### src/rtl/id_ex_hazard_stage.sv
// rtl/id_ex_hazard_stage.sv - ID/EX pipeline register with load-use interlock and stall counter
// Bubbles on flush or stall; control bits of an invalid ID slot are forced to 0.
module id_ex_hazard_stage #(
  parameter int DATA_W = 32,
  parameter int CNT_W  = 16
) (
  input  logic              clock,
  input  logic              reset_n,
  input  logic              id_valid,
  input  logic              signal_sw,
  input  logic              signal_lw,
  input  logic              signal_regwrite,
  input  logic              signal_memtoreg,
  input  logic              signal_branch,
  input  logic              signal_alusrc,
  input  logic              signal_regdst,
  input  logic              signal_uses_rt,
  input  logic [3:0]        alu_op,
  input  logic [DATA_W-1:0] read_data1,
  input  logic [DATA_W-1:0] read_data2,
  input  logic [DATA_W-1:0] sign_ext_imm,
  input  logic [DATA_W-1:0] pc_plus4,
  input  logic [4:0]        rs,
  input  logic [4:0]        rt,
  input  logic [4:0]        rd,
  input  logic              flush,
  output logic              ex_valid,
  output logic              ex_sw,
  output logic              ex_lw,
  output logic              ex_regwrite,
  output logic              ex_memtoreg,
  output logic              ex_branch,
  output logic              ex_alusrc,
  output logic              ex_regdst,
  output logic [3:0]        ex_alu_op,
  output logic [DATA_W-1:0] ex_read_data1,
  output logic [DATA_W-1:0] ex_read_data2,
  output logic [DATA_W-1:0] ex_sign_ext_imm,
  output logic [DATA_W-1:0] ex_pc_plus4,
  output logic [4:0]        ex_rs,
  output logic [4:0]        ex_rt,
  output logic [4:0]        ex_rd,
  output logic              stall,
  output logic [CNT_W-1:0]  stall_count
);

  localparam logic [CNT_W-1:0] CNT_MAX = '1;

  logic bubble;

  // $zero never needs an interlock; a flush kills the dependent instruction anyway.
  assign stall = ex_valid & ex_lw & id_valid & (ex_rt != 5'd0) &
                 ((ex_rt == rs) | (signal_uses_rt & (ex_rt == rt))) & ~flush;
  assign bubble = flush | stall;

  always_ff @(posedge clock or negedge reset_n) begin
    if (!reset_n) begin
      ex_valid        <= 1'b0;
      ex_sw           <= 1'b0;
      ex_lw           <= 1'b0;
      ex_regwrite     <= 1'b0;
      ex_memtoreg     <= 1'b0;
      ex_branch       <= 1'b0;
      ex_alusrc       <= 1'b0;
      ex_regdst       <= 1'b0;
      ex_alu_op       <= '0;
      ex_read_data1   <= '0;
      ex_read_data2   <= '0;
      ex_sign_ext_imm <= '0;
      ex_pc_plus4     <= '0;
      ex_rs           <= '0;
      ex_rt           <= '0;
      ex_rd           <= '0;
    end else if (bubble) begin
      ex_valid        <= 1'b0;
      ex_sw           <= 1'b0;
      ex_lw           <= 1'b0;
      ex_regwrite     <= 1'b0;
      ex_memtoreg     <= 1'b0;
      ex_branch       <= 1'b0;
      ex_alusrc       <= 1'b0;
      ex_regdst       <= 1'b0;
      ex_alu_op       <= '0;
      ex_read_data1   <= '0;
      ex_read_data2   <= '0;
      ex_sign_ext_imm <= '0;
      ex_pc_plus4     <= '0;
      ex_rs           <= '0;
      ex_rt           <= '0;
      ex_rd           <= '0;
    end else begin
      ex_valid        <= id_valid;
      ex_sw           <= id_valid & signal_sw;
      ex_lw           <= id_valid & signal_lw;
      ex_regwrite     <= id_valid & signal_regwrite;
      ex_memtoreg     <= id_valid & signal_memtoreg;
      ex_branch       <= id_valid & signal_branch;
      ex_alusrc       <= id_valid & signal_alusrc;
      ex_regdst       <= id_valid & signal_regdst;
      ex_alu_op       <= alu_op;
      ex_read_data1   <= read_data1;
      ex_read_data2   <= read_data2;
      ex_sign_ext_imm <= sign_ext_imm;
      ex_pc_plus4     <= pc_plus4;
      ex_rs           <= rs;
      ex_rt           <= rt;
      ex_rd           <= rd;
    end
  end

  always_ff @(posedge clock or negedge reset_n) begin
    if (!reset_n) begin
      stall_count <= '0;
    end else if (stall && (stall_count != CNT_MAX)) begin
      stall_count <= stall_count + 1'b1;
    end
  end

endmodule

### config.mk
export PLATFORM = sky130hd
export DESIGN_NAME = id_ex_hazard_stage
export DESIGN_NICKNAME = d
export VERILOG_FILES = /design/src/rtl/id_ex_hazard_stage.sv
export SDC_FILE = /design/constraint.sdc
export NUM_CORES = 1
export LEC_CHECK = 0
export CAP_MARGIN = 20
export CORE_MARGIN = 1.5
export CORE_UTILIZATION = 38
export DETAILED_ROUTE_END_ITERATION = 8
export PLACE_DENSITY_LB_ADDON = 0.2
export SYNTH_ARGS = -nofsm -noshare
export SYNTH_HDL_FRONTEND = slang
export SYNTH_SLANG_ARGS = --single-unit
export TNS_END_PERCENT = 30
### constraint.sdc
create_clock -name clock -period 1.9 [get_ports clock]
set_input_delay 0.285 -clock clock [delete_from_list [all_inputs] [get_ports clock]]
set_output_delay 0.285 -clock clock [all_outputs]
set_load 0.005 [all_outputs]
==> metrics, run 1 <==
outcome=complete, but fails checks; failing checks=negative setup slack; Hold Crit Depth=2; post-synth top area share=0.727; syn nets=581; Finished Layout Cells=986; Tightest Pin Transition=615 ps; Sw Pwr=1.81 mW; Hold WS=412 ps; sequential share of power=0.458; Main synth FF type=dfrtp_1; ANT nets after route=0; combinational share of power=0.124; placed inst area=0.00961 mm^2; asr flop ratio synth=1.00; clock share of power=0.419; Iter 0 DRT Violations=149; TritonCTS Buffers=17; drt wl/cell=17.2 um; critical path fanouts, max=3; WP data arrival=1830 ps; Worst Setup Start Kind=flop; R2R cell count=8; initial antenna violation count=1; unrepaired setup endpoints after global routing=true; Worst setup EP type=output pin; crit path kind=flop to output pin; residual overflow from global routing=0; syn avg cell area=14.0 um^2; total placed cells including tap cells=949; synth warn=0; Via Count=4402; worst vdd ir=0.000579 V; MaxCap Viol Count=0; Final Cycle Share=1.11; Pleak=4.63 nW; synthesized flop and latch total=171; # DRC=0; P_int=6.61 mW; worst reg2reg path endpoint=ex_sign_ext_imm[6]$_DFF_PN0_; die area=0.0162 mm^2; sequential-to-total area share from yosys stat=0.727; setup violators final=162; hold_sp=read_data2[25]; Final Cell Area=0.0104 mm^2; first-pass GRT wire length=25100 um; sw frac=0.215; latest clock arrival within the worst-skew pair=420 ps; CP cell instances=buf_4, nor4_2, buf_4, a211oi_2, nor2b_2, buf_2; CTS Buffer Depth=2; vias in the first global route=4530; relative slew slack=0.590; layout cell share with drive strength beyond 1=0.108; Num Clock Sinks=171; worst path required time=1620 ps; CP max stage delay=410 ps; Clock Skews=8.66 ps; Root Buffer=clkbuf_16; I/O pins=331; CP dominant cell by count=buf_4; WHS Endpoint=ex_read_data2[25]$_DFF_PN0_; minimum clock period=2120 ps; Synth area leader=dfrtp_1; Final nets=944; Vias/cell=4.46; Syn-to-layout area delta=75.9%; worst reg2reg path startpoint=ex_rt[1]$_DFF_PN0_; number of synthesized flops with an enable pin=0; port bufs=330; Final Hold Vio Count=0; reg-to-reg slack, setup=-150 ps; die height=127 um; final core occ=0.683; Distinct cells, synth=28; Clock Pin Slew Worst Setup and Hold Paths=70 ps; DRT Pass-1 Iters=5; worst hold path type=input pin to flop; synth top area cells=dfrtp_1 (73%), and2_1 (16%), xnor2_1 (1.8%); row count=45; Routed WL=16900 um; post-place setup slack=-508 ps; largest net degree at the start of global routing=62; core box area=0.0151 mm^2; Initial Util=0.388; CP max stage cell=dfrtp_1; Placer Congestion=0.775; CTS HTree Levels=4; dpl hpwl=12400 um; Pwr per Cell Area=814 mW/mm^2; Die X=127 um; CTS tree=yes; final slew viol count=0; worst setup margin=-216 ps; Cell Area, Synth=0.00588 mm^2; All-Layer GR Usage=0.207; Syn Inst Count=421; Max Freq=0.473 GHz
[worst max-delay path, delay by kind of cell, from the launching register on]
family	cells	cell delay, ps
AND/OR/NAND/NOR	2	460
buffers and inverters	3	460
flip-flops	1	410
AO/OA/AOI/OAI	1	70
[power by group through the flow]
stage                     Clock (mW)  Sequential, mW  Combinational (mW)
after floorplan                    0            3.95               0.169
after global placement             0            3.92                1.01
after detailed placement           0            3.92                1.02
after CTS                       3.62            3.86                1.04
after global routing            3.75            3.87                1.13
final                           3.53            3.86                1.04
[flip-flops by register name, summed over array words and instances (netlist names)]
signal,flops
ex_lw,1
ex_pc_plus4,32
ex_alu_op,4
ex_sw,1
ex_alusrc,1
stall_count,16
ex_sign_ext_imm,32
ex_rd,5
ex_memtoreg,1
ex_rt,5
ex_regdst,1
ex_read_data1,32
ex_branch,1
ex_read_data2,32
ex_valid,1
ex_regwrite,1
ex_rs,5
[area by class of cell]
type                    count  area [um^2]
fillers                  1091         4790
inverters                   3         11.3
multi-input cells         228         1550
diodes                      1         2.50
clock inverters            11          130
clock buffers              21          480
well taps                 188          235
flip-flops and latches    171         4280
repair buffers            363         3660
[worst max-delay path by stage]
stage | from | end | slack, ps
detailed placement | rt[3] | stall | -510
finish | ex_rt[1]$_DFF_PN0_ | stall | -220
global route | ex_rt[1]$_DFF_PN0_ | stall | -280
CTS | ex_rt[1]$_DFF_PN0_ | stall | -250
floorplan | ex_rt[3]$_DFF_PN0_ | stall_count[14]$_DFFE_PN0P_ | 110
global placement | rt[3] | stall | -560
[routing by layer]
layer,wire (um),vias up,track usage,share of wire
met1,6150,2134,0.228,0.36
met2,9030,187,0.365,0.53
met4,521,0,0.102,0.031
met3,1230,36,0.0620,0.072
met5,0,-,0,0
li1,-,2045,-,-
[cell usage after synthesis, types with 3 or more instances]
cell type,count
nand2_1,6
xor2_1,10
clkbuf_2,14
dfrtp_1,171
inv_1,3
nand3_1,7
nand4_1,9
nor2_1,7
buf_6,3
xnor2_1,12
and2_1,148
and3_1,12
[placed cells by master (no fill, tap or decap), drive strengths merged]
cell,n
a211oi,2
a21boi,1
a32oi,1
and2,148
and3,12
and4,1
buf,33
bufinv,2
clkbuf,22
clkdlybuf4s50,328
clkinv,5
dfrtp,171
diode,1
dlygate4sd3,1
ha,1
inv,7
mux2,2
mux2i,1
nand2,6
nand2b,1
nand3,7
nand4,9
nor2,8
nor2b,2
nor3,1
nor4,2
o31ai,1
xnor2,12
xor2,10
[cells by family (layout without fill, tap and decap cells)]
group	after synthesis	after routing	synth area share
and+or+nand+nor	197	197	0.203
DFF	171	171	0.727
xor gates and xnor gates	22	22	0.0328
buffers and inverters	22	398	0.0221
AOI/OAI and AO/OA	5	5	0.00745
muxes	3	3	0.00553
adders and majority gates	1	1	0.00213
other	0	1	0
[stage by stage]
stage               TNS (ps)  power, mW
CTS                   -18900       8.51
detailed placement    -72720       4.95
global placement      -74610       4.93
floorplan                  0       4.12
global route          -33250       8.74
finish                -18760       8.43
[repair_timing]
action	CTS	global route
gates cloned	0	1
setup buffers	1	1
gates resized for setup	5	18
pin swaps	3	6
endpoints found under the setup margin	169	172
hold buffers	1	0
endpoints found under the hold margin	54	0
(Power assumes the default switching activity.)
==> inputs of run 2 (changes only) <==
Settings changed: CORE_AREA set to 2 2 127 129, CORE_MARGIN 1.5 to not set, CORE_UTILIZATION 38 to not set, DIE_AREA set to 0 0 129 131, DONT_BUFFER_PORTS set to 1.
==> metrics, run 2 <==
CTS HTree Levels=4 (unchanged); post-synth top area share=0.727 (unchanged); Die X=129 um (+1.2%); row count=46 (+2.2%); Placer Congestion=0.762 (-1.6%); outcome=stopped before the end; Initial Util=0.377 (-0.0112); Fail Step=4_1_cts; I/O pins=331 (unchanged); Synth area leader=dfrtp_1; dpl hpwl=10100 um (-19%); post-CTS resize count=24 (+19); syn avg cell area=14.0 um^2 (unchanged); number of synthesized flops with an enable pin=0 (unchanged); First Err=[ERROR RSZ-0060] Max buffer count reached.; cts hold-fix bufs=136 (+135); dominant cell by count in the synthesized netlist=dfrtp_1; Main synth FF type=dfrtp_1; synth top area cells=dfrtp_1 (73%), and2_1 (16%), xnor2_1 (1.8%); Syn Inst Count=421 (unchanged); synth warn=0 (unchanged); Distinct cells, synth=28 (unchanged); TritonCTS Buffers=17 (unchanged); CTS Buffer Depth=2 (unchanged); post-place setup slack=-58.1 ps (+450 ps); synth cell count leaders=dfrtp_1 (171), and2_1 (148), clkbuf_2 (14); port bufs=0 (-100%); placed inst area=0.00624 mm^2 (-35%); Root Buffer=clkbuf_16; die height=131 um (+2.8%); Num Clock Sinks=171 (unchanged); Post-CTS Setup Bufs=3 (+2); asr flop ratio synth=1.00 (unchanged); syn nets=581 (unchanged); Cell Area, Synth=0.00588 mm^2 (unchanged); sequential-to-total area share from yosys stat=0.727 (unchanged); synthesized flop and latch total=171 (unchanged)
==> run 2: cell counts after synthesis <==
Identical to the previous run, type by type.
==> run 2: metrics by stage <==
stage	utilization	hold WS (ps)	std cells
after global placement	0.400	-6.93	640
after detailed placement	0.400	-6.80	640
after floorplan	-	-10.6	421
==> run 2: cells by family after synthesis <==
logic type	share of synthesized area
AOI/OAI and AO/OA	0.00745
buffers and inverters	0.0221
muxes	0.00553
and+or+nand+nor	0.203
DFF	0.727
xor gates and xnor gates	0.0328
adders and majority gates	0.00213
==> inputs of run 3 (changes only) <==
Settings changed: CORE_AREA 2 2 127 129 to 2 2 128 130, DIE_AREA 0 0 129 131 to 0 0 130 132, PLACE_DENSITY_LB_ADDON 0.2 to 0.15.
==> metrics, run 3 <==
synthesized flop and latch total=171 (unchanged); Die X=130 um (+0.78%); Initial Util=0.374 (-0.00276); Cell Area, Synth=0.00588 mm^2 (unchanged); TritonCTS Buffers=17 (unchanged); outcome=stopped before the end; placed inst area=0.00623 mm^2 (-0.20%); Main synth FF type=dfrtp_1; number of synthesized flops with an enable pin=0 (unchanged); CTS HTree Levels=4 (unchanged); Post-CTS Setup Bufs=10 (+7); Distinct cells, synth=28 (unchanged); synth warn=0 (unchanged); asr flop ratio synth=1.00 (unchanged); die height=132 um (+0.76%); Synth area leader=dfrtp_1; syn avg cell area=14.0 um^2 (unchanged); sequential-to-total area share from yosys stat=0.727 (unchanged); dpl hpwl=10200 um (+1.6%); syn nets=581 (unchanged); synth top area cells=dfrtp_1 (73%), and2_1 (16%), xnor2_1 (1.8%); post-synth top area share=0.727 (unchanged); CTS Buffer Depth=2 (unchanged); total placed cells including tap cells=640 (unchanged); Placer Congestion=0.729 (-4.3%); dominant cell by count in the synthesized netlist=dfrtp_1; First Err=[ERROR RSZ-0060] Max buffer count reached.; Fail Step=4_1_cts; synth cell count leaders=dfrtp_1 (171), and2_1 (148), clkbuf_2 (14); I/O pins=331 (unchanged); Num Clock Sinks=171 (unchanged); row count=46 (unchanged); cts hold-fix bufs=139 (+2.2%); port bufs=0 (unchanged); Syn Inst Count=421 (unchanged); post-CTS resize count=63 (+160%); Root Buffer=clkbuf_16
==> run 3: cell counts after synthesis <==
Identical to the previous run, type by type.
==> run 3: cell families after synthesis <==
family,Yosys count,synth area share
AOI/OAI and AO/OA,5,0.00745
muxes,3,0.00553
DFF,171,0.727
xor gates and xnor gates,22,0.0328
and+or+nand+nor,197,0.203
buffers and inverters,22,0.0221
adders and majority gates,1,0.00213
==> run 3: stage by stage <==
stage | setup slack [ps] | util
3_5_place_dp | -98.4 | 0.396
3_3_place_gp | -23.8 | 0.396
2_1_floorplan | 109 | -
==> edit 1 (settings of run 1) <==
The parameter `CNT_W` goes from 16 to 12.
--- a/src/rtl/id_ex_hazard_stage.sv
+++ b/src/rtl/id_ex_hazard_stage.sv
@@ -2,7 +2,7 @@
 // Bubbles on flush or stall; control bits of an invalid ID slot are forced to 0.
 module id_ex_hazard_stage #(
   parameter int DATA_W = 32,
-  parameter int CNT_W  = 16
+  parameter int CNT_W  = 12
 ) (
   input  logic              clock,
   input  logic              reset_n,
Ports: changed (resized stall_count); port bits go from 331 to 327. The function was not compared with the original's and may differ.
==> edit 1 against run 1 <==
  * The flow still finishes with violations (negative setup slack)
  * Die area down 0.48%
  * Critical path type unchanged
  * Sequential cell count down 4
  * Routed wire length increased by 6.3%
  * Total power up 0.73%
  * Worst setup slack worse by 0.078 ns
  * Area after synthesis shrank 0.49%
  * Combinational power rose by 13%
  * Cell area increased by 2.9%
  * Count of clock-buffer cells in the layout fell by 1
  * Core utilization increased by 2.0 points
==> edit 1: results (changes against run 1) <==
largest net degree at the start of global routing: 56 (-9.7%)
Hold Slack: 0.421 ns (+0.00866 ns)
NumNets Final: 950 (+0.64%)
vias: 4460 (+1.3%)
drt pass-1 iters: 4 (-1)
failing checks: negative setup slack
Setup WS pre-CTS: -0.480 ns (+0.0283 ns)
layout cells sized above 1: 25.1% (+14 points)
setup violators final: 162 (unchanged)
largest cells by area after synthesis: dfrtp_1 (71%), and2_2 (12%), and2_1 (6.8%), xnor2_1 (2.8%), clkbuf_2 (1.1%)
Synth Area in XOR/XNOR: 2.99% (-0.28 points)
WL/cell: 18.2 microns (+5.8%)
first-pass GRT wire length: 27200 microns (+8.4%)
run status: complete, but fails checks
Slew HR: 63.1% (+4.1 points)
Non-CTS inverters: 0 (-3)
Sequential Power: 3780 uW (-2%)
LEAKAGE: 0.00471 uW (+1.9%)
clkbuf count: 20 (-4.8%)
sequential-to-total area share from yosys stat: 71.4% (-1.4 points)
sequential power share: 44.5% (-1.3 points)
Clk power: 3540 uW (about the same)
Total GRT Usage: 22.7% (+2.0 points)
Post-DP HPWL: 12600 microns (+1.2%)
setup TNS: -27.86 ns (-9.10 ns)
Reg2Reg Setup Slack: -0.25 ns (-0.10 ns)
setup ws final: -0.294 ns (-0.0779 ns)
Ant. Diodes: 0 (-1)
Fin Clk Skew: 0.00825 ns (-0.000410 ns)
Post-Route Utilization: 70.3% (+2.0 points)
non-clk buf share: 36.8% (+1.4 points)
[edit 1: cell count changes after synthesis, moves of 3 or more]
cell	change
xnor2_1	+7
nor2_1	-4
and3_1	-9
xor2_1	-9
inv_1	-3
nand3_1	+3
and2_2	+90
and2_1	-84
dfrtp_1	-4
nand4_1	-4
[edit 1: worst max-delay path by stage]
| stage | endpoint | startpoint | cells past startpoint |
|---|---|---|---|
| 2_1_floorplan | stall_count[1]$_DFFE_PN0P_ | ex_rt[1]$_DFF_PN0_ | 5 |
| 6_report | stall | ex_rt[1]$_DFF_PN0_ | 5 |
| 3_5_place_dp | stall | rs[2] | 6 |
| 4_1_cts | stall | ex_rt[1]$_DFF_PN0_ | 5 |
| 5_1_grt | stall | ex_rt[2]$_DFF_PN0_ | 5 |
| 3_3_place_gp | stall | rs[2] | 6 |
[edit 1: metal layers]
layer	global-route usage, %	up-vias	share of wire, %
met3	7.12	29	7.9
li1	-	2051	-
met2	40.8	219	53
met5	0	-	0
met1	25.3	2161	37
met4	8.56	0	2.2
==> edit 2 (config.mk and constraints of run 1) <==
Without the edit above. Make the reset (`reset_n`) synchronous in 2 clocked blocks.
--- a/src/rtl/id_ex_hazard_stage.sv
+++ b/src/rtl/id_ex_hazard_stage.sv
@@ -53,7 +53,7 @@
                  ((ex_rt == rs) | (signal_uses_rt & (ex_rt == rt))) & ~flush;
   assign bubble = flush | stall;
 
-  always_ff @(posedge clock or negedge reset_n) begin
+  always_ff @(posedge clock) begin
     if (!reset_n) begin
       ex_valid        <= 1'b0;
       ex_sw           <= 1'b0;
@@ -108,7 +108,7 @@
     end
   end
 
-  always_ff @(posedge clock or negedge reset_n) begin
+  always_ff @(posedge clock) begin
     if (!reset_n) begin
       stall_count <= '0;
     end else if (stall && (stall_count != CNT_MAX)) begin
Formal check against the unedited RTL: differs if reset_n is asserted again (counterexample within 4 cycles, from zero or initial values and one cycle with reset_n low); with reset_n held inactive, the same outputs for 10 cycles.
==> edit 2 against run 1 <==
  * The flow still finishes with violations (negative setup slack)
  * Sequential power decreased by 3%
  * Sequential share of layout area shrank 6.7 points
  * Via count grew 4.5%
  * Cell area is 4.3% lower
  * Sequential cell count unchanged
  * Cell count increased by 3.7%
  * Worst setup slack improved by 0.097 ns
  * Largest power group unchanged
  * Area after synthesis fell by 12%
  * Global-route usage is 3.3 points higher
  * Critical endpoint is now ex_sign_ext_imm[14]$_SDFF_PP0_
  * Synthesized cell count is 7.8% higher
  * Die area decreased by 12%
  * Count of clock-buffer cells in the layout is 2 lower
  * Total power is 6.7% lower
  * Highest routed layer unchanged
  * Routed wire length is 2.9% higher
==> edit 2: results (changes against run 1) <==
vias: 4602 (+4.5%)
number of global-route vias before repair: 4786 (+5.7%)
WL/cell: 17.0 microns (-0.71%)
drt pass-1 iters: 4 (-1)
routed vias/inst: 4.50 (+0.86%)
initial antenna violation count: 2 (+1)
CTS buffer count: 17 (unchanged)
sequential-to-total area share from yosys stat: 66.1% (-6.6 points)
run status: complete, but fails checks
Post-synth ARST share: 0% (-100 points)
clk_lat worst skew: 0.42 ns (about the same)
Total GRT Usage: 24.0% (+3.3 points)
failing checks: negative setup slack
largest cells by area after synthesis: dfxtp_1 (66%), and2_1 (18%), mux2i_1 (1.7%), xnor2_1 (1.7%), clkbuf_1 (1.3%)
layout cells sized above 1: 16.2% (+5.4 points)
LEAKAGE: 0.00390 uW (-16%)
first-pass GRT wire length: 25800 microns (+2.5%)
dpl cells: 973 (+2.5%)
min-delay worst type: input pin to flop
GP Congestion: 0.893 (+15%)
synth unique cells: 34 (+21%)
Worst-path clk slew: 0.07 ns (about the same)
CTS max path bufs: 2 (unchanged)
Syn. warnings: 0 (unchanged)
H-tree depth reported by CTS: 4 (unchanged)
synth cell count leaders: dfxtp_1 (171), and2_1 (148), clkbuf_1 (18), nand2_1 (18)
Max IR drop VDD: 634 uV (+9.6%)
Fin Clk Skew: 0.00834 ns (-0.000319 ns)
DRT iter0 DRCs: 212 (+42%)
NumNets Final: 991 (+5.0%)
Post-DP HPWL: 12500 microns (+0.51%)
syn_nets: 614 (+5.7%)
DR DRC count: 0 (unchanged)
Root Driver: clkbuf_16
max cap viols: 0 (unchanged)
Least-Margin Pin Slew: 0.316 ns (-0.299 ns)
PortBufs: 330 (unchanged)
setup ws final: -0.119 ns (+0.0975 ns)
CP Max Fanout: 21 (+18)
largest net degree at the start of global routing: 41 (-34%)
synthesized area per cell: 11.4 sq um (-18%)
setup violators final: 156 (-3.7%)
==> edit 2: cell count changes in the layout (fill, tap and decap cells not counted), sizes merged, moves of 7 or more <==
cell,delta
dfrtp,-171
dfxtp,+171
buf,+17
nand2,+12
xor2,-10
mux2i,+8
or4,+8
a21oi,+7
==> edit 2: critical path, stage by stage, from the launching register on <==
cell and delay [ns]:
dfxtp_2 0.34, buf_4 0.14, xnor2_2 0.15, nand4_1 0.09, o22a_1 0.21, buf_6 0.13, buf_6 0.10, o211a_4 0.25
buf_12 0.16, buf_16 0.16, and2_1 0.17
==> edit 2: power by group <==
| group | internal (uW) | switching, uW |
|---|---|---|
| registers | 3710 | 39.1 |
| logic | 653 | 250 |
| clock network | 1740 | 1470 |
| total | 6100 | 1760 |
==> edit 2: layout make-up <==
type,count,area (sq um)
Tap cell,176,220
Sequential cell,171,3440
Clock inverter,13,109
Timing Repair Buffer,380,3860
Multi-Input combinational cell,256,1820
Antenna cell,2,5.00
Fill cell,913,3330
Inverter,5,18.8
Clock buffer,19,443
==> edit 2: kinds of logic after synthesis <==
| group | after synthesis | synth area share, % |
|---|---|---|
| and+or+nand+nor | 215 | 25.2 |
| DFF | 171 | 66.1 |
| buffers and inverters | 27 | 2.03 |
| AOI/OAI and AO/OA | 21 | 2.92 |
| xor gates and xnor gates | 10 | 1.69 |
| muxes | 9 | 1.74 |
| adders and majority gates | 1 | 0.242 |
==> edit 2: per-layer routing <==
metal  up-vias  routed length (microns)  track usage (%)
li1       2221                        -                -
met1      2095                     5930             22.7
met2       236                     9310             44.4
met3        50                     1420             8.94
met4         0                      758             13.5
met5         -                        0                0
==> edit 2: final timing paths <==
check	from	endpoint	slack, ns	depth (start not counted)
worst max register to register	ex_rt[1]$_SDFF_PP0_	ex_sign_ext_imm[14]$_SDFF_PP0_	-0.12	10
worst min register to register	stall_count[1]$_SDFFE_PN0P_	stall_count[1]$_SDFFE_PN0P_	0.48	2
worst min-delay path	read_data1[0]	ex_read_data1[0]$_SDFF_PP0_	0.42	2
worst max-delay path	ex_rt[1]$_SDFF_PP0_	ex_sign_ext_imm[14]$_SDFF_PP0_	-0.12	10
==> edit 2: repair_timing <==
item / 4_1_cts / 5_1_grt
resized for setup: 55 / 9
hold endpoints to repair: 0 / 0
endpoints found under the setup margin: 91 / 172
pin swaps: 61 / 5
buffers inserted: 10 / 0
cloned: 4 / 1
==> edit 2: metrics by stage <==
stage / setup slack, ns / setup TNS [ns] / cell area (sq um)
finish: -0.119 / -12.89 / 9910
global route: -0.202 / -24.59 / 9910
CTS: -0.121 / -8.60 / 9840
detailed placement: -0.372 / -51.96 / 8920
global placement: -0.358 / -46.81 / 8920
floorplan: -0.0585 / -0.126 / 5180
